==> src/rtl/pot_scan_pkg.sv <==
// Shared types and defaults for the potentiometer scanner.
// No logic; FSM state encoding and default parameter values only.
package pot_scan_pkg;

   typedef enum logic [1:0] {
      IDLE = 2'd0,
      STRT = 2'd1,
      WAIT = 2'd2
   } state_t;

   localparam logic [17:0] DEF_CH_MAP  = {3'd7, 3'd4, 3'd3, 3'd2, 3'd1, 3'd0};
   localparam int          DEF_TMO_CYC = 1024;
   localparam int          DEF_HYST    = 4;

endpackage

==> src/rtl/pot_hyst_cmp.sv <==
// Deadband compare: write enable when the slot is empty or |res - stored| > HYST.
// Purely combinational, zero latency; no handshake.
module pot_hyst_cmp
   import pot_scan_pkg::*;
#(
   parameter int RES_W = 12,
   parameter int HYST  = DEF_HYST
) (
   input  logic [RES_W-1:0] res,
   input  logic [RES_W-1:0] stored,
   input  logic             vld,
   output logic             wr_en
);

   localparam logic [RES_W:0] HYST_L = (RES_W+1)'(HYST);

   logic [RES_W:0] diff;

   always_comb begin
      if (res >= stored) diff = {1'b0, res} - {1'b0, stored};
      else               diff = {1'b0, stored} - {1'b0, res};
      wr_en = !vld || (diff > HYST_L);
   end

endmodule

==> src/rtl/pot_scan.sv <==
// Round-robin ADC scanner storing one filtered value per potentiometer slot.
// Results land one cycle after cnv_cmplt; a silent ADC is abandoned after TMO_CYC WAIT cycles.
module pot_scan
   import pot_scan_pkg::*;
#(
   parameter int                      NUM_CH  = 6,
   parameter int                      RES_W   = 12,
   parameter int                      CH_W    = 3,
   parameter logic [NUM_CH*CH_W-1:0]  CH_MAP  = DEF_CH_MAP,
   parameter int                      HYST    = DEF_HYST,
   parameter int                      TMO_CYC = DEF_TMO_CYC
) (
   input  logic                    clk,
   input  logic                    rst,
   input  logic                    en,
   input  logic                    cnv_cmplt,
   input  logic [RES_W-1:0]        res,
   output logic                    strt_cnv,
   output logic [CH_W-1:0]         chnnl,
   output logic [NUM_CH*RES_W-1:0] pot,
   output logic [NUM_CH-1:0]       pot_vld,
   output logic [NUM_CH-1:0]       upd,
   output logic                    timeout_err
);

   localparam int IDX_W = $clog2(NUM_CH);
   localparam int TMO_W = $clog2(TMO_CYC);
   localparam logic [IDX_W-1:0] LAST_IDX = IDX_W'(NUM_CH - 1);
   localparam logic [TMO_W-1:0] TMO_LAST = TMO_W'(TMO_CYC - 1);

   state_t           state_q, state_d;
   logic [IDX_W-1:0] idx_q;
   logic [TMO_W-1:0] tmo_cnt_q;
   logic [RES_W-1:0] pot_q  [NUM_CH];
   logic [CH_W-1:0]  ch_map [NUM_CH];
   logic             wr_en, tmo_hit, in_wait, conv_done, conv_tmo;

   for (genvar i = 0; i < NUM_CH; i++) begin : g_slot
      assign ch_map[i]               = CH_MAP[i*CH_W +: CH_W];
      assign pot[i*RES_W +: RES_W]   = pot_q[i];
   end

   assign tmo_hit = (tmo_cnt_q == TMO_LAST);
   // Force slot 0's channel while reset is held so the mux never shows a stale select.
   assign chnnl   = rst ? ch_map[0] : ch_map[idx_q];

   pot_hyst_cmp #(.RES_W(RES_W), .HYST(HYST)) u_hyst (
      .res    (res),
      .stored (pot_q[idx_q]),
      .vld    (pot_vld[idx_q]),
      .wr_en  (wr_en)
   );

   always_ff @(posedge clk) begin
      if (rst) state_q <= IDLE;
      else     state_q <= state_d;
   end

   always_comb begin
      state_d = state_q;
      case (state_q)
         IDLE:    if (en) state_d = STRT;
         STRT:    state_d = WAIT;
         WAIT:    if (conv_done || conv_tmo) state_d = en ? STRT : IDLE;
         default: state_d = IDLE;
      endcase
   end

   always_comb begin
      strt_cnv  = (state_q == STRT);
      in_wait   = (state_q == WAIT);
      conv_done = in_wait && cnv_cmplt;
      // A completion in the final WAIT cycle takes priority over the timeout.
      conv_tmo  = in_wait && !cnv_cmplt && tmo_hit;
   end

   always_ff @(posedge clk) begin
      if (rst) begin
         idx_q       <= '0;
         tmo_cnt_q   <= '0;
         pot_vld     <= '0;
         upd         <= '0;
         timeout_err <= 1'b0;
         for (int i = 0; i < NUM_CH; i++) pot_q[i] <= '0;
      end else begin
         upd <= '0;
         if (strt_cnv)     tmo_cnt_q <= '0;
         else if (in_wait) tmo_cnt_q <= tmo_cnt_q + TMO_W'(1);
         if (conv_done && wr_en) begin
            pot_q[idx_q]   <= res;
            pot_vld[idx_q] <= 1'b1;
            upd[idx_q]     <= 1'b1;
         end
         if (conv_tmo) timeout_err <= 1'b1;
         if (conv_done || conv_tmo) idx_q <= (idx_q == LAST_IDX) ? '0 : idx_q + IDX_W'(1);
      end
   end

endmodule

==> config.mk <==
export PLATFORM = sky130hd
export DESIGN_NAME = pot_scan
export DESIGN_NICKNAME = d
export VERILOG_FILES = /design/src/rtl/pot_scan_pkg.sv /design/src/rtl/pot_hyst_cmp.sv /design/src/rtl/pot_scan.sv
export SDC_FILE = /design/constraint.sdc
export NUM_CORES = 1
export LEC_CHECK = 0
export ABC_AREA = 1
export ABC_CLOCK_PERIOD_IN_PS = 4200
export CAP_MARGIN = 20
export CORE_UTILIZATION = 45
export CTS_BUF_LIST = sky130_fd_sc_hd__clkbuf_4 sky130_fd_sc_hd__clkbuf_8
export DETAILED_ROUTE_END_ITERATION = 12
export GPL_ROUTABILITY_DRIVEN = 0
export HOLD_SLACK_MARGIN = 0.05
export MAX_ROUTING_LAYER = met4
export PLACE_DENSITY = 0.82
export SYNTH_ARGS = -nofsm -noshare
export SYNTH_HDL_FRONTEND = slang
export SYNTH_SLANG_ARGS = --single-unit
==> constraint.sdc <==
create_clock -name clk -period 4.2 [get_ports clk]
set_input_delay 0.42 -clock clk [delete_from_list [all_inputs] [get_ports clk]]
set_output_delay 0.42 -clock clk [all_outputs]
set_load 0.05 [all_outputs]
==> results of run 1 <==
[worst max-delay path: cells and delay by family, from the launching register on]
kind	cells	cell delay, ps
fa+ha+maj	2	660
buf+inv	6	760
flops	1	370
compound gates	4	810
simple gates	11	950
[final timing paths]
kind / slack (ps) / endpoint
worst max-delay path: 340 / pot_q[3][5]
worst min-delay path: 490 / pot_vld[5]
worst max register to register: 340 / pot_q[3][5]
worst min register to register: 490 / pot_vld[5]
[cell usage in the layout (no fill, tap or decap), drive strengths merged, types with 2 or more instances in the layout]
cell	Yosys	final
clkinv	1	9
clkinvlp	0	2
nand4	10	10
inv	115	118
nand2	152	152
clkdlybuf4s50	0	104
a21oi	23	23
fa	2	2
dfxtp	31	31
o32ai	25	25
edfxtp	96	96
o21bai	3	3
xor2	6	6
ha	28	28
nor2	195	195
o21ai	56	56
bufinv	0	2
nor3	22	22
clkbuf	20	18
nand3	31	31
buf	10	33
or2	2	2
[final cells by class]
cell class | instances | area share [%]
clock inverter | 15 | 1.83
clock buffer | 17 | 2.62
tap | 188 | 2.63
inverter | 116 | 4.90
timing repair buffer | 138 | 15.9
sequential | 127 | 39.2
multi-input combinational | 561 | 32.9
[per-stage QoR]
step           cells  hold slack, ps  util (%)
2_1_floorplan    834             449         -
3_3_place_gp    1129             464      55.8
3_5_place_dp    1129             470      55.8
4_1_cts         1161             491      58.4
5_1_grt         1162             508      59.1
6_report        1162             491      59.1
[power by group]
| group | internal (W) | leakage [nW] | switching, W |
|---|---|---|---|
| clock | 0.000534 | 0.197 | 0.000530 |
| sequential | 0.00137 | 1.19 | 0.0000265 |
| combinational | 0.000223 | 2.32 | 0.000429 |
| total | 0.00213 | 3.70 | 0.000985 |
[sequential cells by signal (all words and copies together), names as in the netlist, named ones only]
register and count:
pot_q 96, tmo_cnt_q 10, pot_vld 6, upd 6, idx_q 3, state_q 2, timeout_err 1
[kinds of logic after synthesis]
family | Yosys count | share of synthesized area, %
AND/OR/NAND/NOR | 415 | 25.5
adder cells (fa/ha/maj) | 30 | 5.60
flip-flops | 127 | 50.2
AO/OA/AOI/OAI | 110 | 9.45
XOR/XNOR | 6 | 0.753
buffers and inverters | 146 | 8.50
[routing by layer]
| metal | wire (um) | track usage [%] | up-vias |
|---|---|---|---|
| met4 | 783 | 12.5 | 0 |
| met3 | 1560 | 4.93 | 69 |
| met1 | 7590 | 30.0 | 3007 |
| met5 | 0 | - | - |
| met2 | 9760 | 42.3 | 372 |
| li1 | - | - | 2992 |
[Yosys cell counts (all sizes together)]
| cell type | n |
|---|---|
| nor2 | 195 |
| nand2 | 152 |
| inv | 115 |
| edfxtp | 96 |
| o21ai | 56 |
| dfxtp | 31 |
| nand3 | 31 |
| ha | 28 |
| o32ai | 25 |
| a21oi | 23 |
| nor3 | 22 |
| clkbuf | 20 |
| buf | 10 |
| nand4 | 10 |
| xor2 | 6 |
| o21bai | 3 |
| fa | 2 |
| or2 | 2 |
| a21o | 1 |
| clkinv | 1 |
| nand3b | 1 |
| nor3b | 1 |
| nor4 | 1 |
| o211ai | 1 |
| o21a | 1 |
==> results.cfg, run 1 <==
[clocking]
clockBufferDepth = 2
postCtsHoldBufs = 0
cts_sinks = 127
cts_resized = 0
ctsRootBufferMaster = clkbuf_8
post_cts_buffers = 0
htree_levels = 4
insertion_delay_ps = 450
cts_buffers = 17
clkSlewWorstSetupHoldPaths_ps = 80
cts_tree = yes

[critical_path]
cp.required_ps = 4360
crit_chain = buf_8, buf_4, nor2_1, o32ai_1, inv_1, o21ai_2, inv_1, ha_1, fa_1, o21bai_2, nand2_1, nand2_1, nor2_1, o21ai_0, nor2_1, nand2_1, nand2_1, nand2_2, nand3_4, inv_4, nand2_4, nand2_1, buf_12
slowest_delay_ps = 450
arrival_ps = 4020
rr_worst_depth = 23
slowest_stage = fa_1
path_max_fanout = 20
cp-start-kind = register
crit_type = register to register
end_kind = register
crit_path_frequent_cell = nand2_1

[finish]
multi_input_area_sq_um = 2940
fin_nets = 1007
final.fill_count = 1271
area_growth_pct = 28.2
antennaDiodeCount = 0
regArea_sq_um = 3500
stdcell_area_sq_um = 8940
drive_gt1_share_pct = 11.5

[timing]
rsz0062_at_grt = false
worst_pin_slew_ps = 638
fmax_mhz = 259
drv_slew = 0
tns_ps = 0
fin_ws_ps = 341
timing.final.hold_violations = 0
skew_ps = 10.6
slew_headroom_pct = 57.4
period_share_pct = 91.9
setup_violations = 0
fin_crit_ps = 3860

[routing]
dr.first_iter.drc_count = 744
post_drt_wl_per_cell_um = 16.9
ant_nets = 0
viasPerCell = 5.54
dr.pass1.iters = 6
vias = 6440
wirelength_um = 19700
drc = 0

[global_routing]
grtUsageTotal_pct = 25.6
grt_pass1_wl_um = 30000
grt_pass1_vias = 5894
antenna_found_initial = 0
grt_max_degree = 49
grt_overflow_total = 0

[yosys]
avgSynthCellArea_sq_um = 8.36
synth_top_cell_by_area = edfxtp_1
synth_top_area_share_pct = 41.3
syn_area_sq_um = 6980
mappedNetlistNets = 880
ys_top_cells_by_area = edfxtp_1 (41%), nor2_1 (9.9%), dfxtp_1 (8.9%), nand2_1 (7.9%), inv_1 (5.7%)
postSynthCellCount = 834
yosysUniqueCellTypes = 39
synth.yosys.seq_area_share_pct = 50.2
synth_warnings = 0
ys_ff_latch = 127

[floorplanning]
die_w_um = 127
initial_utilization_pct = 46.1
rows = 45
ios = 105
core_area_sq_um = 15100
die-area_sq_um = 16000
die_h_um = 127

[power_and_ir_drop]
power_w = 0.00312
leakage_nw = 3.70
vdd_drop_max_mv = 0.185
power_density_nw_per_um2 = 348

[placement]
io_buffers = 104
pre_cts_ws_ps = 61.4
dp_hpwl_um = 14800
dpl-instance-area_sq_um = 8440

[worst_hold_path]
hold_path_class = register to register
hold_start = pot_vld[5]
hold_path_depth = 2

[job]
maxCapViolCount = 0

[status]
status = finished clean
Power figures use the tool's default switching activity.
==> inputs of run 2 (changes only) <==
Settings changed: CAP_MARGIN 20 to 15, DONT_BUFFER_PORTS set to 1, PLACE_DENSITY 0.82 to 0.73.
==> run 2 against run 1 <==
- clock skew is 2.4 ps higher
- sequential cell count stayed put
- first-iteration DRC count is 5.0% lower
- highest routed layer unchanged
- clock-buffer cell count is 1 higher
- largest cell class unchanged
- critical endpoint is now pot_q[6][4]
- wire length is 3.0% lower
- core utilization is 2.6 points lower
- sequential power hardly changed
- fmax is 3.0% lower
==> results.cfg, run 2 (synthesis gave the netlist of run 1 again) <==
[power_and_ir_drop]
pwr-share-clk_pct = 37.2
p_sw_w = 0.000963
p_sw_share_pct = 30.0
p_int_w = 0.00225
vdd_drop_max_mv = 0.227
pwr-share-comb_pct = 19.2
seqPwrFrac_pct = 43.6
power_density_nw_per_um2 = 376
leakage_nw = 3.76

[clocking]
cts_tree = yes
cts_sinks = 127
clockBufferDepth = 2
cts_buffers = 17
clkSlewWorstSetupHoldPaths_ps = 80
insertion_delay_ps = 450
ctsRootBufferMaster = clkbuf_8
htree_levels = 4

[floorplanning]
rows = 45
core_area_sq_um = 15100
initial_utilization_pct = 46.1
die_h_um = 127
die_w_um = 127
die-area_sq_um = 16000
ios = 105

[worst_hold_path]
hold_path_end = pot_vld[3]
hold_start = rst
hold_path_class = primary input to register
hold_path_depth = 1

[timing]
tns_ps = 0
fmax_mhz = 251
rsz0062_at_grt = false
fin_crit_ps = 3980
setup_violations = 0
worst_pin_slew_ps = 1020
timing.final.hold_violations = 0
skew_ps = 13.0
period_share_pct = 94.7
slew_headroom_pct = 31.9
drv_slew = 0

[global_routing]
grtUsageTotal_pct = 25.0
grt_overflow_total = 0
grt_pass1_wl_um = 29300
grt_max_degree = 49
antenna_found_initial = 0
grt_pass1_vias = 5737

[routing]
post_drt_wl_per_cell_um = 16.7
dr.pass1.iters = 6
viasPerCell = 5.46
ant_nets = 0
drc = 0
wirelength_um = 19100
vias = 6255
dr.first_iter.drc_count = 707

[placement]
dp_cells = 1109
dp_hpwl_um = 14400
io_buffers = 0

[status]
status = finished clean

[finish]
final.fill_count = 1333
layout.cells.non_filler = 1145
area_growth_pct = 22.6
layout_commonest_cell = nor2_1
fin_nets = 990
regArea_sq_um = 3500
final_cell_mix = nor2_1 (181), nand2_1 (146), buf_4 (111)
top_regs = pot_q (96), tmo_cnt_q (10)
antennaDiodeCount = 0
largest_reg_flops = 96
largest-register = pot_q
drive_gt1_share_pct = 20.0
multi_input_area_sq_um = 2930

[critical_path]
arrival_ps = 4120
path_max_fanout = 20
cp.required_ps = 4340
crit_type = register to register
rr_endpoint = pot_q[6][4]
end_kind = register
rr_worst_depth = 22
reg2reg_slack_ps = 220
cp-start-kind = register

[job]
maxCapViolCount = 0
==> run 2: cell types whose count changed in the layout (fill, tap and decap cells not counted), moves of 3 or more <==
| cell | change |
|---|---|
| clkdlybuf4s50_1 | -104 |
| buf_4 | +88 |
| clkinv_4 | -4 |
| a21oi_1 | +3 |
| a21oi_2 | -3 |
| buf_12 | -3 |
==> run 2: worst max-delay path by stage <==
stage	slack [ps]	to	depth (start not counted)
finish	220	pot_q[6][4]	22
floorplan	90	pot_q[7][0]	22
detailed placement	40	pot_q[6][9]	22
global route	2	pot_q[7][10]	24
CTS	10	pot_q[6][4]	22
global placement	120	pot_q[6][7]	22
==> run 2: layout make-up <==
class | count | area share, %
Clock inverter | 14 | 2.33
Timing Repair Buffer | 121 | 11.7
Inverter | 116 | 5.12
Sequential cell | 127 | 41.0
Multi-Input combinational cell | 561 | 34.2
Tap cell | 188 | 2.75
Clock buffer | 18 | 2.90
==> run 2: power by group through the flow <==
stage	Combinational, W	Clock, W	Sequential, W
finish	0.000617	0.00120	0.00140
floorplan	0.000328	0	0.00152
detailed placement	0.000592	0	0.00143
CTS	0.000597	0.00120	0.00140
global route	0.000674	0.00126	0.00140
global placement	0.000589	0	0.00143
==> run 2: per-stage QoR <==
step | utilization [%] | cell area, sq um | total power [W] | worst slack (ps) | hold WS [ps]
2_1_floorplan | - | 6980 | 0.00184 | 87.6 | 449
3_3_place_gp | 52.8 | 8000 | 0.00202 | 122 | 462
3_5_place_dp | 52.8 | 8000 | 0.00202 | 42.7 | 464
4_1_cts | 55.8 | 8450 | 0.00320 | 10.3 | 54.2
5_1_grt | 56.5 | 8550 | 0.00334 | 2.27 | 54.8
6_report | 56.5 | 8550 | 0.00321 | 221 | 70.7
==> run 2: worst max-delay path, stage by stage (launching register included) <==
cell and delay, ps:
dfxtp_1 390, buf_6 210, nor2_1 70, o32ai_1 400, inv_1 100, o21ai_0 190, buf_4 170, inv_1 40
ha_1 320, nand2_2 120, or2_1 240, nand3_1 120, nand2_1 90, nand2_1 80, nand2_1 50, nand3_1 70
nor2_1 40, nand3_1 70, nand2_1 110, a21oi_2 270, nand4_1 160, nor2_1 110, buf_4 240
==> run 2: repair_timing <==
action                                 in CTS  in global routing
endpoints found under the hold margin       2                  1
hold buffers                                1                  1
resized for setup                           0                 15
setup endpoints to repair                   0                177
buffers inserted                            0                  1
==> run 2: layer usage <==
metal  vias up  share of wire, %  wire length, um  track usage (%)
li1       2962                 -                -                -
met2       324                47             8910             39.6
met4         0               3.6              690             11.3
met5         -                 0                0                -
met1      2922                41             7910             30.5
met3        47               8.3             1590             5.69
==> inputs of run 3 (changes only) <==
Settings changed: ABC_CLOCK_PERIOD_IN_PS 4200 to 4000, CELL_PAD_IN_SITES_DETAIL_PLACEMENT set to 0, CELL_PAD_IN_SITES_GLOBAL_PLACEMENT set to 2, CORE_UTILIZATION 45 to 39, PLACE_DENSITY 0.73 to 0.92.
Clock period 4.2 ns to 4 ns, I/O delays scaled along.
==> run 3 against run 2 <==
- fmax up 4.6%
- sequential cell count unchanged
- critical path type unchanged
- largest cell class unchanged
- worst setup slack worse by 26 ps
- clock power barely moved
- final area increased by 11%
- register-to-register slack lost 30 ps
- global-route usage is 1.1 points lower
- critical endpoint is now pot_q[7][8]
==> results.cfg, run 3 (synthesis gave the netlist of run 1 again) <==
[finish]
area_growth_pct = 35.5
layout.cells.non_filler = 1223
layout_commonest_cell = nor2_1
fin_nets = 1031
top_regs = pot_q (96), tmo_cnt_q (10)
largest-register = pot_q
final_cell_mix = nor2_1 (174), buf_4 (134), nand2_1 (133)
antennaDiodeCount = 0
largest_reg_flops = 96
drive_gt1_share_pct = 28.8

[critical_path]
slowest_stage = dfxtp_4
crit_path_frequent_cell = nand2_1
cp.required_ps = 4150
path_buf_inv = 6
crit_type = register to register
path_max_fanout = 12
crit_chain = buf_8, clkbuf_16, o21ai_1, o32ai_2, nand2_1, o21ai_1, buf_4, ha_4, nand2_1, buf_4, nor2_4, nand2_1, nor2_2, nor2_4, buf_4, nand2_1, nor2_1, nand2_1, nand2_2, a21oi_4, nand4_1, nor2_4, clkbuf_16
end_kind = register
slowest_delay_ps = 380
cp-start-kind = register
cp_top_family = simple AND/OR/NAND/NOR gates
arrival_ps = 3960

[routing]
viasPerCell = 5.14
topRoutingLayerUsed = met4
vias = 6286
wl_met1_um = 9270
dr.first_iter.drc_count = 453
dr.pass1.iters = 6
wl_met2_um = 10300
post_drt_wl_per_cell_um = 17.5
ant_nets = 0
wirelength_um = 21400
drc = 0
wl_met3_um = 1490

[power_and_ir_drop]
power_density_nw_per_um2 = 369
power_w = 0.00349
leakage_nw = 4.11
vdd_drop_max_mv = 0.240

[clocking]
ctsRootBufferMaster = clkbuf_8
cts_sinks = 127
clkSlewWorstSetupHoldPaths_ps = 70
insertion_delay_ps = 440
cts_buffers = 17
htree_levels = 4
cts_tree = yes
clockBufferDepth = 2

[floorplanning]
core_area_sq_um = 17400
ios = 105
die-area_sq_um = 18400
die_w_um = 136
initial_utilization_pct = 40.2
rows = 48
die_h_um = 136

[global_routing]
antenna_found_initial = 0
grtUsageTotal_pct = 23.9
grt_pass1_vias = 6089
grt_overflow_total = 0
grt_pass1_wl_um = 32000
grt_max_degree = 26

[timing]
fin_ws_ps = 195
slew_headroom_pct = 34.0
skew_ps = 13.7
fmax_mhz = 263
fin_crit_ps = 3810
timing.final.hold_violations = 0
drv_slew = 0
worst_pin_slew_ps = 986
period_share_pct = 95.1
setup_violations = 0

[placement]
dp_hpwl_um = 15800
pre_cts_ws_ps = -175
dp_cells = 1176
io_buffers = 0

[worst_hold_path]
hold_path_class = primary input to register

[status]
status = finished clean

[job]
maxCapViolCount = 0
==> run 3: cell count changes in the layout (fill, tap and decap cells not counted), sizes merged <==
cell         change
clkinv           +3
inv              -6
dlygate4sd3      -1
buf             +36
clkbuf           +9
==> run 3: cell type report <==
type	count	area (sq um)
inverter	116	445
timing repair buffer	162	1530
sequential	127	3510
fill	1591	7910
clock inverter	11	164
multi-input combinational	561	3250
clock buffer	21	270
tap	225	282
==> run 3: metal layers <==
metal / global-route usage, % / vias up
li1: - / 3065
met5: - / -
met1: 29.7 / 2970
met2: 39.1 / 224
met4: 7.12 / 0
met3: 4.75 / 27
==> run 3: repair_timing <==
action | in CTS | in global routing
pin swaps | 0 | 29
endpoints found under the setup margin | 131 | 200
gates resized for setup | 8 | 114
hold endpoints to repair | 5 | 0
buffers inserted | 0 | 7
hold buffers | 1 | 0
cloned | 0 | 7
==> run 3: through the flow <==
stage	hold WS [ps]	instance area, sq um	TNS, ps	util (%)
after global placement	462	8350	-1070	48.1
after detailed placement	467	8350	-7860	48.1
after floorplan	449	6980	-307	-
after global routing	95.1	9450	-157	54.4
after CTS	85.0	8810	0	50.8
final	96.5	9450	0	54.4
==> run 3: worst paths after layout <==
check	from	to	slack [ps]	cells after the start
worst max-delay path	register	pot_q[7][8]	190	23
worst min-delay path	rst	register	100	1
worst max register to register	register	pot_q[7][8]	190	23
worst min register to register	tmo_cnt_q[2]	tmo_cnt_q[2]	480	2
==> run 3: where the power goes <==
| group | total [W] | internal, W | switching, W |
|---|---|---|---|
| logic | 0.000790 | 0.000303 | 0.000487 |
| clock network | 0.00122 | 0.000714 | 0.000509 |
| registers | 0.00147 | 0.00144 | 0.0000314 |
==> RTL change, RTL diff (flow settings as in run 1) <==
Register the output `pot`; this adds one clock of latency there. The other outputs are not delayed to match.
--- a/src/rtl/pot_scan.sv
+++ b/src/rtl/pot_scan.sv
@@ -30,2 +30,4 @@
 
+   logic [NUM_CH*RES_W-1:0] pot_d;
+
    state_t           state_q, state_d;
@@ -39,3 +41,3 @@
       assign ch_map[i]               = CH_MAP[i*CH_W +: CH_W];
-      assign pot[i*RES_W +: RES_W]   = pot_q[i];
+      assign pot_d[i*RES_W +: RES_W]   = pot_q[i];
    end
@@ -98,2 +100,6 @@
 
+   always_ff @(posedge clk) begin
+      pot <= pot_d;
+   end
+
 endmodule
Function: changed (a bounded check fails within 4 cycles, from zero or initial values and one cycle with rst high).
==> RTL change against run 1 <==
- the flow now finishes with violations (design-rule violations)
- worst hold slack worse by 0.11 ns
- wire length rose by 12%
- cell area increased by 25%
- via count increased by 9.9%
- worst setup slack worse by 0.10 ns
- power increased by 30%
- synthesized cell count is 9.6% higher
- area after synthesis increased by 23%
- non-clock buffer count increased by 71
- sequential cell count up 72
- maximum frequency decreased by 2.6%
- global-route usage fell by 2.1 points
- combinational power increased by 14%
- largest cell class unchanged
- largest power group unchanged
- highest routed layer unchanged
==> RTL change: results (changes against run 1) <==
* Drt wl/cell at 16.2 um (-4.3%)
* Fill cell count at 1477 (+16%)
* Synth Net Count at 960 (+9.1%)
* Hpwl dp at 16900 um (+14%)
* LEAKAGE at 4.81 nW (+30%)
* Iter 0 DRT Violations at 733 (-1.5%)
* Antenna Cells at 0 (unchanged)
* Share of cells above drive strength 1 at 0.171 (+0.0555)
* Largest net degree at the start of global routing at 38 (-22%)
* Total GRT Usage at 0.235 (-0.0206)
* Failing checks: design-rule violations
* Outcome: finished, violations left
* Multi-input combinational area share at 0.277 (-0.0517)
* First-pass GRT wire length at 34300 um (+15%)
* Clk sinks at 199 (+57%)
* Synth top cells by count: 175 x nor2_1, 143 x nand2_1, 123 x inv_1
* Hold path startpoint: pot_q[5][9]$_DFFE_PP_
* Top cells by area, synth: edfxtp_1 33%, dfxtp_1 24%, nor2_1 7.6%, nand2_1 6.2%, inv_1 5.4%
* Register area at 4950 um^2 (+41%)
* Crit path DAT at 4.19 ns (+0.17 ns)
* Inverters at 131 (+13%)
* XOR/XNOR Fraction of Synth Area at 0.00814 (+0.000602)
* Hold path depth at 0 (-2)
* Register area share after synthesis at 0.574 (+0.0719)
* Biggest regs: pot_q x96, pot x72, tmo_cnt_q x10
* Worst Path Max Fanout at 18 (-10%)
* # DRC at 1 (+1)
* Number of distinct library cells after synthesis at 37 (-5.1%)
* Max incr delay on CP at 0.36 ns (-0.09 ns)
* Clock Skews at 0.0154 ns (+0.00484 ns)
* DRT Pass-1 Iters at 10 (+4)
* Top_reg_cell synth: dfxtp_1
* Post-Synth Adder-Cell Area at 0.0453 (-0.0106)
* Setup WS pre-CTS at -0.114 ns (-0.176 ns)
* Number of global-route vias before repair at 6775 (+15%)
* Total Nets Final at 1159 (+15%)
* Synth Area in Compound Gates at 0.0732 (-0.0213)
* Slew @ Worst Pin at 0.585 ns (-0.0532 ns)
* Slowest-stage cell, CP: dfxtp_2
* VDD IR max at 0.190 mV (+2.7%)
* Multi-input gates at 555 (-1.1%)
* Worst-path clk slew at 0.10 ns (+0.02 ns)
* Non-clock buffer share at 0.173 (+0.0141)
* Final clock-cell share at 0.0357 (-0.00883)
* Worst reg2reg path depth at 26 (+13%)
[RTL change: stage by stage]
step / cells / cell area, um^2 / utilization / total power, mW
floorplan: 914 / 8610 / - / 2.58
global placement: 1325 / 10700 / 0.569 / 2.86
detailed placement: 1325 / 10700 / 0.569 / 2.88
CTS: 1357 / 11100 / 0.591 / 4.04
global route: 1360 / 11200 / 0.597 / 4.20
finish: 1360 / 11200 / 0.597 / 4.05
[RTL change: worst max-delay path, delay by kind of cell, from the launching register on]
kind            cells  cell delay [ns]
buf+inv             8             1.08
fa+ha+maj           1             0.19
compound gates      2             0.51
simple gates       15             1.58
flops               1             0.36
[RTL change: power breakdown]
part	switching (mW)	total [mW]	internal [mW]
clock network	0.702	1.20	0.496
registers	0.0299	2.11	2.08
logic	0.454	0.742	0.288
total	1.19	4.05	2.87
[RTL change: path summary, 6_finish.rpt]
| check | endpoint | slack [ns] |
|---|---|---|
| setup / recovery | pot_q[5][4]$_DFFE_PP_ | 0.24 |
| hold / removal | pot[69]$_DFF_P_ | 0.38 |
| setup reg to reg | pot_q[5][4]$_DFFE_PP_ | 0.24 |
| hold reg to reg | pot[69]$_DFF_P_ | 0.38 |
[RTL change: layer usage]
layer / vias to the layer above / global-route usage / share of wire
li1: 3373 / - / -
met1: 3250 / 0.290 / 0.41
met2: 397 / 0.369 / 0.47
met3: 56 / 0.0489 / 0.087
met4: 0 / 0.115 / 0.037
met5: - / - / 0
[RTL change: repair_timing]
item | in CTS | in global routing
resized for setup | 2 | 23
endpoints found under the setup margin | 24 | 187
cloned | 0 | 1
hold buffers | 0 | 0
buffers inserted | 0 | 2
pin swaps | 0 | 3
